**config.mk**
```make
export PLATFORM = sky130hd
export DESIGN_NAME = dcache_write_rr_arbiter_flat
export DESIGN_NICKNAME = d
export VERILOG_FILES = /design/src/rtl/dcache_write_rr_arbiter_if.sv /design/src/rtl/dcache_write_rr_arbiter.sv /design/src/flat_wrapper.sv
export SDC_FILE = /design/constraint.sdc
export NUM_CORES = 1
export LEC_CHECK = 0
export ABC_AREA = 1
export BUFFER_PORTS_ARGS = -buffer_cell sky130_fd_sc_hd__buf_2
export CORE_AREA = 5 5 293 295
export CTS_BUF_LIST = sky130_fd_sc_hd__clkbuf_4 sky130_fd_sc_hd__clkbuf_8 sky130_fd_sc_hd__clkbuf_16
export DETAILED_ROUTE_END_ITERATION = 10
export DIE_AREA = 0 0 298 300
export PLACE_DENSITY_LB_ADDON = 0.12
export SYNTH_ARGS = -nofsm -noshare
export SYNTH_HDL_FRONTEND = slang
export SYNTH_SLANG_ARGS = --single-unit
```
**constraint.sdc**
```tcl
create_clock -name clock -period 4.9 [get_ports clock]
set_input_delay 0.735 -clock clock [delete_from_list [all_inputs] [get_ports clock]]
set_output_delay 0.735 -clock clock [all_outputs]
set_load 0.05 [all_outputs]
```
**src/rtl/dcache_write_rr_arbiter_if.sv**
```systemverilog
// Handshake/payload bundle between dcache write requesters and the data-array write arbiter.
// Requester payloads are packed, requester i occupying slice i.
interface dcache_write_rr_arbiter_if #(
  parameter int NUM_REQ = 4,
  parameter int WAY_W   = 8,
  parameter int ADDR_W  = 12,
  parameter int DATA_W  = 128
);
  localparam int SRC_W = (NUM_REQ > 1) ? $clog2(NUM_REQ) : 1;

  logic                      io_flush;
  logic [NUM_REQ-1:0]        io_in_valid;
  logic [NUM_REQ-1:0]        io_in_ready;
  logic [NUM_REQ*WAY_W-1:0]  io_in_way_en;
  logic [NUM_REQ*ADDR_W-1:0] io_in_addr;
  logic [NUM_REQ*DATA_W-1:0] io_in_data;
  logic                      io_out_valid;
  logic                      io_out_ready;
  logic [WAY_W-1:0]          io_out_way_en;
  logic [ADDR_W-1:0]         io_out_addr;
  logic [DATA_W-1:0]         io_out_data;
  logic [SRC_W-1:0]          io_out_src;

  modport master (
    output io_flush, io_in_valid, io_in_way_en, io_in_addr, io_in_data, io_out_ready,
    input  io_in_ready, io_out_valid, io_out_way_en, io_out_addr, io_out_data, io_out_src
  );

  modport slave (
    input  io_flush, io_in_valid, io_in_way_en, io_in_addr, io_in_data, io_out_ready,
    output io_in_ready, io_out_valid, io_out_way_en, io_out_addr, io_out_data, io_out_src
  );
endinterface

```
**src/rtl/dcache_write_rr_arbiter.sv**
```systemverilog
// Round-robin arbiter of dcache write requests onto one registered data-array write beat.
// Define DCACHE_WRITE_ARB_PERF_EN to add the saturating stall-cycle counter io_perf_stall_cnt.
module dcache_write_rr_arbiter #(
  parameter int NUM_REQ = 4,
  parameter int WAY_W   = 8,
  parameter int ADDR_W  = 12,
  parameter int DATA_W  = 128
) (
  input  logic                     clock,
  input  logic                     reset,
  dcache_write_rr_arbiter_if.slave io
`ifdef DCACHE_WRITE_ARB_PERF_EN
  ,
  output logic [15:0]              io_perf_stall_cnt
`endif
);
  localparam int          SRC_W = (NUM_REQ > 1) ? $clog2(NUM_REQ) : 1;
  localparam int unsigned N     = NUM_REQ;

  logic              r_out_valid;
  logic [WAY_W-1:0]  r_out_way_en;
  logic [ADDR_W-1:0] r_out_addr;
  logic [DATA_W-1:0] r_out_data;
  logic [SRC_W-1:0]  r_out_src;
  logic [SRC_W-1:0]  r_ptr;

  logic               w_can_accept;
  logic               w_found;
  logic               w_fire;
  logic [SRC_W-1:0]   w_grant_idx;
  logic [NUM_REQ-1:0] w_grant;
  logic [WAY_W-1:0]   w_way_arr  [NUM_REQ];
  logic [ADDR_W-1:0]  w_addr_arr [NUM_REQ];
  logic [DATA_W-1:0]  w_data_arr [NUM_REQ];

  for (genvar g = 0; g < NUM_REQ; g++) begin : g_unpack
    assign w_way_arr[g]  = io.io_in_way_en[g*WAY_W +: WAY_W];
    assign w_addr_arr[g] = io.io_in_addr[g*ADDR_W +: ADDR_W];
    assign w_data_arr[g] = io.io_in_data[g*DATA_W +: DATA_W];
  end

  assign w_can_accept = (~r_out_valid | io.io_out_ready) & ~io.io_flush;

  // Search starts one past the last winner and wraps, so the last winner ranks lowest.
  always_comb begin
    int unsigned      sum;
    logic [SRC_W-1:0] idx;
    w_found     = 1'b0;
    w_grant_idx = '0;
    w_grant     = '0;
    for (int unsigned k = 0; k < N; k++) begin
      sum = 32'(r_ptr) + k + 1;
      if (sum >= N) sum = sum - N;
      idx = sum[SRC_W-1:0];
      if (!w_found && io.io_in_valid[idx]) begin
        w_found     = 1'b1;
        w_grant_idx = idx;
      end
    end
    w_grant[w_grant_idx] = w_found;
  end

  assign w_fire         = w_found & w_can_accept;
  assign io.io_in_ready = w_can_accept ? w_grant : '0;

  always_ff @(posedge clock or negedge reset) begin
    if (!reset) begin
      r_out_valid  <= 1'b0;
      r_out_way_en <= '0;
      r_out_addr   <= '0;
      r_out_data   <= '0;
      r_out_src    <= '0;
      r_ptr        <= SRC_W'(NUM_REQ - 1);
    end else if (w_fire) begin
      r_out_valid  <= 1'b1;
      r_out_way_en <= w_way_arr[w_grant_idx];
      r_out_addr   <= w_addr_arr[w_grant_idx];
      r_out_data   <= w_data_arr[w_grant_idx];
      r_out_src    <= w_grant_idx;
      r_ptr        <= w_grant_idx;
    end else if (io.io_flush | io.io_out_ready) begin
      r_out_valid  <= 1'b0;
    end
  end

`ifdef DCACHE_WRITE_ARB_PERF_EN
  logic [15:0] r_perf_stall_cnt;

  always_ff @(posedge clock or negedge reset) begin
    if (!reset) begin
      r_perf_stall_cnt <= '0;
    end else if (r_out_valid && !io.io_out_ready && (r_perf_stall_cnt != '1)) begin
      r_perf_stall_cnt <= r_perf_stall_cnt + 16'd1;
    end
  end

  assign io_perf_stall_cnt = r_perf_stall_cnt;
`endif

  assign io.io_out_valid  = r_out_valid;
  assign io.io_out_way_en = r_out_way_en;
  assign io.io_out_addr   = r_out_addr;
  assign io.io_out_data   = r_out_data;
  assign io.io_out_src    = r_out_src;
endmodule

```
**src/flat_wrapper.sv**
```systemverilog
// flat-port wrapper written by rule: the top's interface ports become plain ports
module dcache_write_rr_arbiter_flat 
#(
  parameter int NUM_REQ = 4,
  parameter int WAY_W   = 8,
  parameter int ADDR_W  = 12,
  parameter int DATA_W  = 128
)
  (clock, reset, io_io_flush, io_io_in_valid, io_io_in_way_en, io_io_in_addr, io_io_in_data, io_io_out_ready, io_io_in_ready, io_io_out_valid, io_io_out_way_en, io_io_out_addr, io_io_out_data, io_io_out_src);
  dcache_write_rr_arbiter_if #(.NUM_REQ(NUM_REQ), .WAY_W(WAY_W), .ADDR_W(ADDR_W), .DATA_W(DATA_W)) io_i ();
  input  logic clock;
  input  logic reset;
  input wire logic [$bits(io_i.io_flush)-1:0] io_io_flush;
  input wire logic [$bits(io_i.io_in_valid)-1:0] io_io_in_valid;
  input wire logic [$bits(io_i.io_in_way_en)-1:0] io_io_in_way_en;
  input wire logic [$bits(io_i.io_in_addr)-1:0] io_io_in_addr;
  input wire logic [$bits(io_i.io_in_data)-1:0] io_io_in_data;
  input wire logic [$bits(io_i.io_out_ready)-1:0] io_io_out_ready;
  output wire logic [$bits(io_i.io_in_ready)-1:0] io_io_in_ready;
  output wire logic [$bits(io_i.io_out_valid)-1:0] io_io_out_valid;
  output wire logic [$bits(io_i.io_out_way_en)-1:0] io_io_out_way_en;
  output wire logic [$bits(io_i.io_out_addr)-1:0] io_io_out_addr;
  output wire logic [$bits(io_i.io_out_data)-1:0] io_io_out_data;
  output wire logic [$bits(io_i.io_out_src)-1:0] io_io_out_src;
  assign io_i.io_flush = io_io_flush;
  assign io_i.io_in_valid = io_io_in_valid;
  assign io_i.io_in_way_en = io_io_in_way_en;
  assign io_i.io_in_addr = io_io_in_addr;
  assign io_i.io_in_data = io_io_in_data;
  assign io_i.io_out_ready = io_io_out_ready;
  assign io_io_in_ready = io_i.io_in_ready;
  assign io_io_out_valid = io_i.io_out_valid;
  assign io_io_out_way_en = io_i.io_out_way_en;
  assign io_io_out_addr = io_i.io_out_addr;
  assign io_io_out_data = io_i.io_out_data;
  assign io_io_out_src = io_i.io_out_src;
  dcache_write_rr_arbiter #(.NUM_REQ(NUM_REQ), .WAY_W(WAY_W), .ADDR_W(ADDR_W), .DATA_W(DATA_W)) u_core (.clock(clock), .reset(reset), .io(io_i));
endmodule
```
---- After elaboration in Yosys (flattened, before gate mapping) ----
Index checks and enable logic that the tools add are counted.
operators by class
  add/subtract/negate cells ............... 10
  multiply operators ...................... 0
  divide/modulo/power cells ............... 0
  magnitude comparators ................... 11
  equal/unequal tests ..................... 0
  shifts and indexed selects .............. 0
  mux-type cells .......................... 34
  bitwise operators ....................... 8
  reduce and logical (&&, ||, !) cells .... 8
operator list
  kind                                                                          count
  128-bit binary-select mux with 2-bit select                                   1
  128-bit 2-to-1 mux                                                            2
  32-bit by 3-bit >= comparator with 1-bit output, second input constant        3
  12-bit binary-select mux with 2-bit select                                    1
  12-bit 2-to-1 mux                                                             2
  8-bit binary-select mux with 2-bit select                                     1
  2-bit 2-to-1 mux                                                              8
  8-bit 2-to-1 mux                                                              2
  2-bit by 3-bit less-than comparator with 1-bit output, second input constant  5
  3-bit by 1-bit adder with 4-bit output, second input constant                 3
  1-bit 2-to-1 mux                                                              11
  1-bit binary-select mux with 2-bit select                                     4
  2-bit by 1-bit subtractor with 2-bit output, second input constant            4
  2-bit by 2-bit adder with 3-bit output, second input constant                 2
  3-bit >= comparator, second input constant                                    2
  4-bit AND                                                                     1
  1-bit logical AND                                                             4
  4-bit 2-to-1 mux                                                              1
  2-bit by 1-bit adder with 3-bit output, second input constant                 1
  1-bit zero test                                                               3
  2-bit NOT with 3-bit output                                                   1
  1-bit AND                                                                     2
  1-bit demux with 2-bit select                                                 1
  2-bit by 1-bit >= comparator with 1-bit output, second input constant         1
  3 further kinds                                                               5
storage, ports and cells
  register bits ........................... 153
  latch bits .............................. 0
  RAM bits ................................ 0
  bits in read-only memories .............. 0
  input bits .............................. 600
  output and inout port bits .............. 155
  memories kept ........................... 0

---- Longest topological paths before layout ----
  depth after elaboration ................. 21
  mapped depth ............................ 16

---- Least setup slack after synthesis ----
Ideal clock, no wire load.
  path kind ............................... input to output
  start point ............................. input port io_io_in_valid[0]
  end point ............................... output port io_io_in_ready[1]
  arrival ................................. 2.874 ns
  required time ........................... 4.165 ns
  path slack .............................. 1.291 ns
  cell stages on the path ................. 11
  cells stage by stage .................... nand2_1 nand2_1 nand2_1 nand2_2 nand2_1 nand2_1 nand2_4 buf_4 clkbuf_1 nand2_1 nor3_1
on the way
  longest elaborated chain between the ends .. 18
  elaborated cells on any way between the ends .. 29
  classes of those cells .................. order compare (2); mux (19); bitwise (1); reduce/logical (7)
RTL lines
  element                                                                                                                                        RTL line                       source
  from (decl)                                                                                                                                    flat_wrapper.sv:14             input wire logic [$bits(io_i.io_in_valid)-1:0] io_io_in_valid;
  1-bit binary-select mux with 2-bit select                                                                                                      dcache_write_rr_arbiter.sv:55  if (!w_found && io.io_in_valid[idx]) begin
  1-bit 2-to-1 mux (implied by the code)                                                                                                         dcache_write_rr_arbiter.sv:55
  1-bit 2-to-1 mux                                                                                                                               dcache_write_rr_arbiter.sv:55
  1-bit zero test                                                                                                                                dcache_write_rr_arbiter.sv:55
  1-bit logical AND                                                                                                                              dcache_write_rr_arbiter.sv:55
  1-bit 2-to-1 mux                                                                                                                               dcache_write_rr_arbiter.sv:55
  1-bit zero test                                                                                                                                dcache_write_rr_arbiter.sv:55
  1-bit logical AND                                                                                                                              dcache_write_rr_arbiter.sv:55
  (+2 left out)                                                                                                                                  -
  1-bit logical AND                                                                                                                              dcache_write_rr_arbiter.sv:55
  2-bit 2-to-1 mux                                                                                                                               dcache_write_rr_arbiter.sv:55
  2-bit by 3-bit less-than comparator with 1-bit output (implied by the code) or 2-bit by 1-bit >= comparator with 1-bit output (tied branches)  dcache_write_rr_arbiter.sv:60  w_grant[w_grant_idx] = w_found;
  1-bit logical AND (implied by the code)                                                                                                        dcache_write_rr_arbiter.sv:60
  1-bit 2-to-1 mux (implied by the code)                                                                                                         dcache_write_rr_arbiter.sv:60
  1-bit demux with 2-bit select                                                                                                                  -
  4-bit AND (no line) *                                                                                                                          -
  4-bit 2-to-1 mux *                                                                                                                             dcache_write_rr_arbiter.sv:64  assign io.io_in_ready = w_can_accept ? w_grant : '0;
  to (decl)                                                                                                                                      flat_wrapper.sv:19             output wire logic [$bits(io_i.io_in_ready)-1:0] io_io_in_ready;
Mark *: on every way between the ends. The rest lies on a longest branch, timed or not. The select of a mux whose other input is x is not followed.

---- Final worst setup path ----
  start point ............................. register u_core.r_ptr[0]
  end point ............................... output port io_io_in_ready[3]
on the way
  longest elaborated chain between the ends .. 21
  elaborated cells on any way between the ends .. 47
  classes of those cells .................. add/sub (10); order compare (6); mux (23); bitwise (1); reduce/logical (7)
RTL lines
  element                                                                                   RTL line                       source
  from (decl)                                                                               dcache_write_rr_arbiter.sv:25  logic [SRC_W-1:0] r_ptr;
  from (signal assigned)                                                                    dcache_write_rr_arbiter.sv:73  r_ptr <= SRC_W'(NUM_REQ - 1);
  from (signal assigned)                                                                    dcache_write_rr_arbiter.sv:80  r_ptr <= w_grant_idx;
  branches (longest 19 deep; another with 32-bit by 3-bit >= comparator with 1-bit output)  -
  4-bit AND (no line) *                                                                     -
  4-bit 2-to-1 mux *                                                                        dcache_write_rr_arbiter.sv:64
Mark *: on every way between the ends. The select of a mux whose other input is x is not followed.

==> key figures <==
Status
  – Status: complete, no violations

Synth
  – Synth top area share: 0.3459
  – Count leader, synth: nand2_1
  – Synth top cells by count: nand2_1, nand4_1, nand3_1
  – Post-Syn Area: 11,580 um^2
  – Mapped Cells: 1,894
  – Synth area leaders: nand2_1, dfrtp_1, nand4_1
  – Share of async-settable or async-resettable flops after synthesis: 1.000
  – Ys flop type: dfrtp_1
  – Avg Cell Area, Syn: 6.114 um^2
  – Yosys Warn Count: 0
  – EDFF count, synth: 0
  – Sequential area share after synthesis: 0.3308
  – Synth unique cells: 24
  – Yosys reg bits: 153
  – Cell taking the most area after synthesis: nand2_1
  – Synth Net Count: ~2.5k

GRT
  – GRT overflow: 0
  – Largest net degree at the start of global routing: 164
  – Vias in the first global route: 16.20k
  – Initial antenna violation count: 34
  – First-pass GRT wire length: 107,000 um
  – Tot GR Track Use: 0.1564

Power and ir drop
  – VDD IR max: 1.119 mV
  – Switch Pwr: 10.19 mW
  – Cell-internal power: between 5 and 6 mW
  – Flop pwr share: 0.142
  – Logic pwr share: 0.769
  – Leakage: 9.371 nW
  – Power Density: 945.7 nW/um^2
  – Switching portion of total power: 0.6414
  – Clock power share: 0.088
  – Total power: 15.89 mW

CTS
  – Clock sink count: 153
  – Postcts setup bufs: 0
  – Root Buffer: clkbuf_16
  – Worst-skew pair later-pin latency: 0.48 ns
  – Post-CTS Resized: 0
  – CTS max path bufs: 2
  – Number of CTS-inserted buffers: 17
  – H-tree lvl count: 4
  – Hold_buf cts: 0
  – Worst-path clk slew: about 0.090 ns
  – CTS tree: done

Job
  – Max cap viols: 0

Critical path
  – CP max stage delay: ~0.7 ns
  – Reg2reg setup slack: 1.76 ns
  – R2r endpoint: u_core.io.io_out_data[45]
  – Worst R2R Path Depth: 13
  – CP delay by family, top: simple AND/OR/NAND/NOR gates
  – Worst-path cell chain: inv_6 > nand2_1 > nand2_1 > nand2_1 > nand2_2 > nand2_1 > nand2_1 > nand2_8 > nand2_1 > nor3_1 > buf_2
  – Largest fanout on the critical path: 73
  – Endpoint class of the critical path: primary output
  – WP buf/inv: 2
  – Worst Path Arrival: 2.97 ns
  – Critical-path top delay cell: dfstp_2
  – WP data required: approximately 4.2 ns
  – Most frequent CP cell: nand2_1
  – Critical Path Source Type: register
  – Kind of critical path: register to primary output
  – Critical R2R Launch: u_core.r_ptr[0]

Route
  – Via-per-instance ratio: 4.314
  – Total number of vias: 15.60k
  – Post-route DRC: 0
  – Top Metal Used: met5
  – Wire length on met3: approximately 5300 um
  – Met2 wire length: roughly 37,000 um
  – WL/cell: 20.25 um
  – Initial DRT Pass Iterations: 5
  – Post-route ant nets: 0
  – Wire length on met1: ~29,000 um
  – Total Wirelength: ~73,000 um
  – Number of DRC markers in iteration 0: approximately 800

STA
  – RSZ-0062 raised after global routing: false
  – Max Slew Vio Count: 0
  – Slew HR: 0.2936
  – Peak Freq: 0.2698 GHz
  – Worst Tran Pin Value: 1.060 ns
  – Final setup fails: 0
  – Clock period minus worst slack: 3.707 ns
  – Setup_tns: 0 ns
  – Final Skew: 0.02159 ns
  – Final hold violations: 0
  – Final worst-path cycle share: 0.7565

Die
  – Core Region: 82,890 um^2
  – Chip height: 300 um
  – Initial core utilization: 0.1397
  – Die width: 298 um
  – Die area: 89,400 um^2
  – Row Count: 106
  – # IOs: 755

Hold path
  – Worst Hold Class: input port to asynchronous set/reset pin

Cells and area
  – Nets: 3,104
  – Post-layout util: 0.2027
  – Share of layout cells above drive strength 1: 0.3282
  – Area delta synth->final: 45.12%

Placement
  – GPL Wtd Cong: 0.8831
  – PortBufs: 754
  – Dpl hpwl: 55,270 um
stage by stage:
step,hold WS (ns),cell area [um^2],std cells,setup slack [ns]
finish,0.2266,16800,3616,1.193
global placement,0.4756,16180,3565,1.588
CTS,0.2269,16760,3597,1.120
detailed placement,0.4759,16180,3565,1.590
global route,0.2576,16780,3608,0.9083
floorplan,0.4394,11580,1894,1.291
power groups by stage:
stage	Sequential [mW]	Clock, mW	Combinational (mW)
after floorplan	4.21	0	6.78
after global placement	2.28	0	12.5
after detailed placement	2.28	0	12.5
after CTS	2.27	1.49	12.5
after global routing	2.34	1.52	13.5
final	2.26	1.41	12.2
layout make-up:
cell class / count / area [um^2]
sequential: 153 / 3831
antenna: 19 / 47.55
timing repair buffer: 772 / 4080
clock buffer: 19 / 446.7
clock inverter: 13 / 135.1
tap: 1080 / 1351
inverter: 12 / 52.55
fill: 9719 / 66090
multi-input combinational: 1548 / 6860
sequential cells by signal, indices dropped and copies added (netlist names):
| register | cells |
|---|---|
| u_core.io.io_out_src | 2 |
| u_core.io.io_out_valid | 1 |
| u_core.io.io_out_data | 128 |
| u_core.io.io_out_addr | 12 |
| u_core.io.io_out_way_en | 8 |
| u_core.r_ptr | 2 |
worst register-to-register path, delay by kind of cell, from the launching register on:
kind | cells | cell delay [ns]
and+or+nand+nor | 11 | 1.77
DFF | 1 | 0.70
buffers and inverters | 2 | 0.59
worst max-delay path by stage:
stage | start | end | slack, ns | depth (start not counted)
2_1_floorplan | io_io_in_valid[0] | io_io_in_ready[1] | 1.29 | 11
3_3_place_gp | io_io_in_valid[0] | io_io_in_ready[2] | 1.59 | 12
3_5_place_dp | io_io_in_valid[0] | io_io_in_ready[0] | 1.59 | 12
4_1_cts | u_core.r_ptr[0] | io_io_in_ready[0] | 1.12 | 10
5_1_grt | u_core.r_ptr[0] | io_io_in_ready[3] | 0.91 | 11
6_report | u_core.r_ptr[0] | io_io_in_ready[3] | 1.19 | 11
logic make-up (layout without fill, tap and decap cells):
group	Yosys count	in the layout	synth area share
other	0	19	0
buffers and inverters	193	816	0.08082
DFF	153	153	0.3308
and+or+nand+nor	1543	1543	0.5862
AOI/OAI and AO/OA	5	5	0.002161
placed cells by master, fill, tap and decap left out, types with 2 or more instances in the layout:
master,synthesis,routed
nand3_1,152,151
buf_2,109,753
nand2_1,1067,1066
a21oi_1,3,2
nor3_1,2,2
inv_6,1,5
clkbuf_16,0,17
clkinv_4,0,2
nand2_2,7,7
diode_2,0,19
buf_4,12,5
inv_8,0,2
nand4_1,299,299
inv_2,3,3
clkinvlp_4,0,4
dfstp_2,2,2
dfrtp_1,151,151
inv_1,7,7
nor2_1,11,11
o21ai_0,2,2
buf_12,0,13
nand3_4,1,3
clkbuf_8,0,2
routing by layer:
layer  up-vias  global-route usage
met1      7340              0.1799
li1       7538                   -
met5         -                   0
met3       100             0.04780
met2       599              0.2769
met4        22             0.05225
No activity file was read; power rests on OpenSTA's default activity.
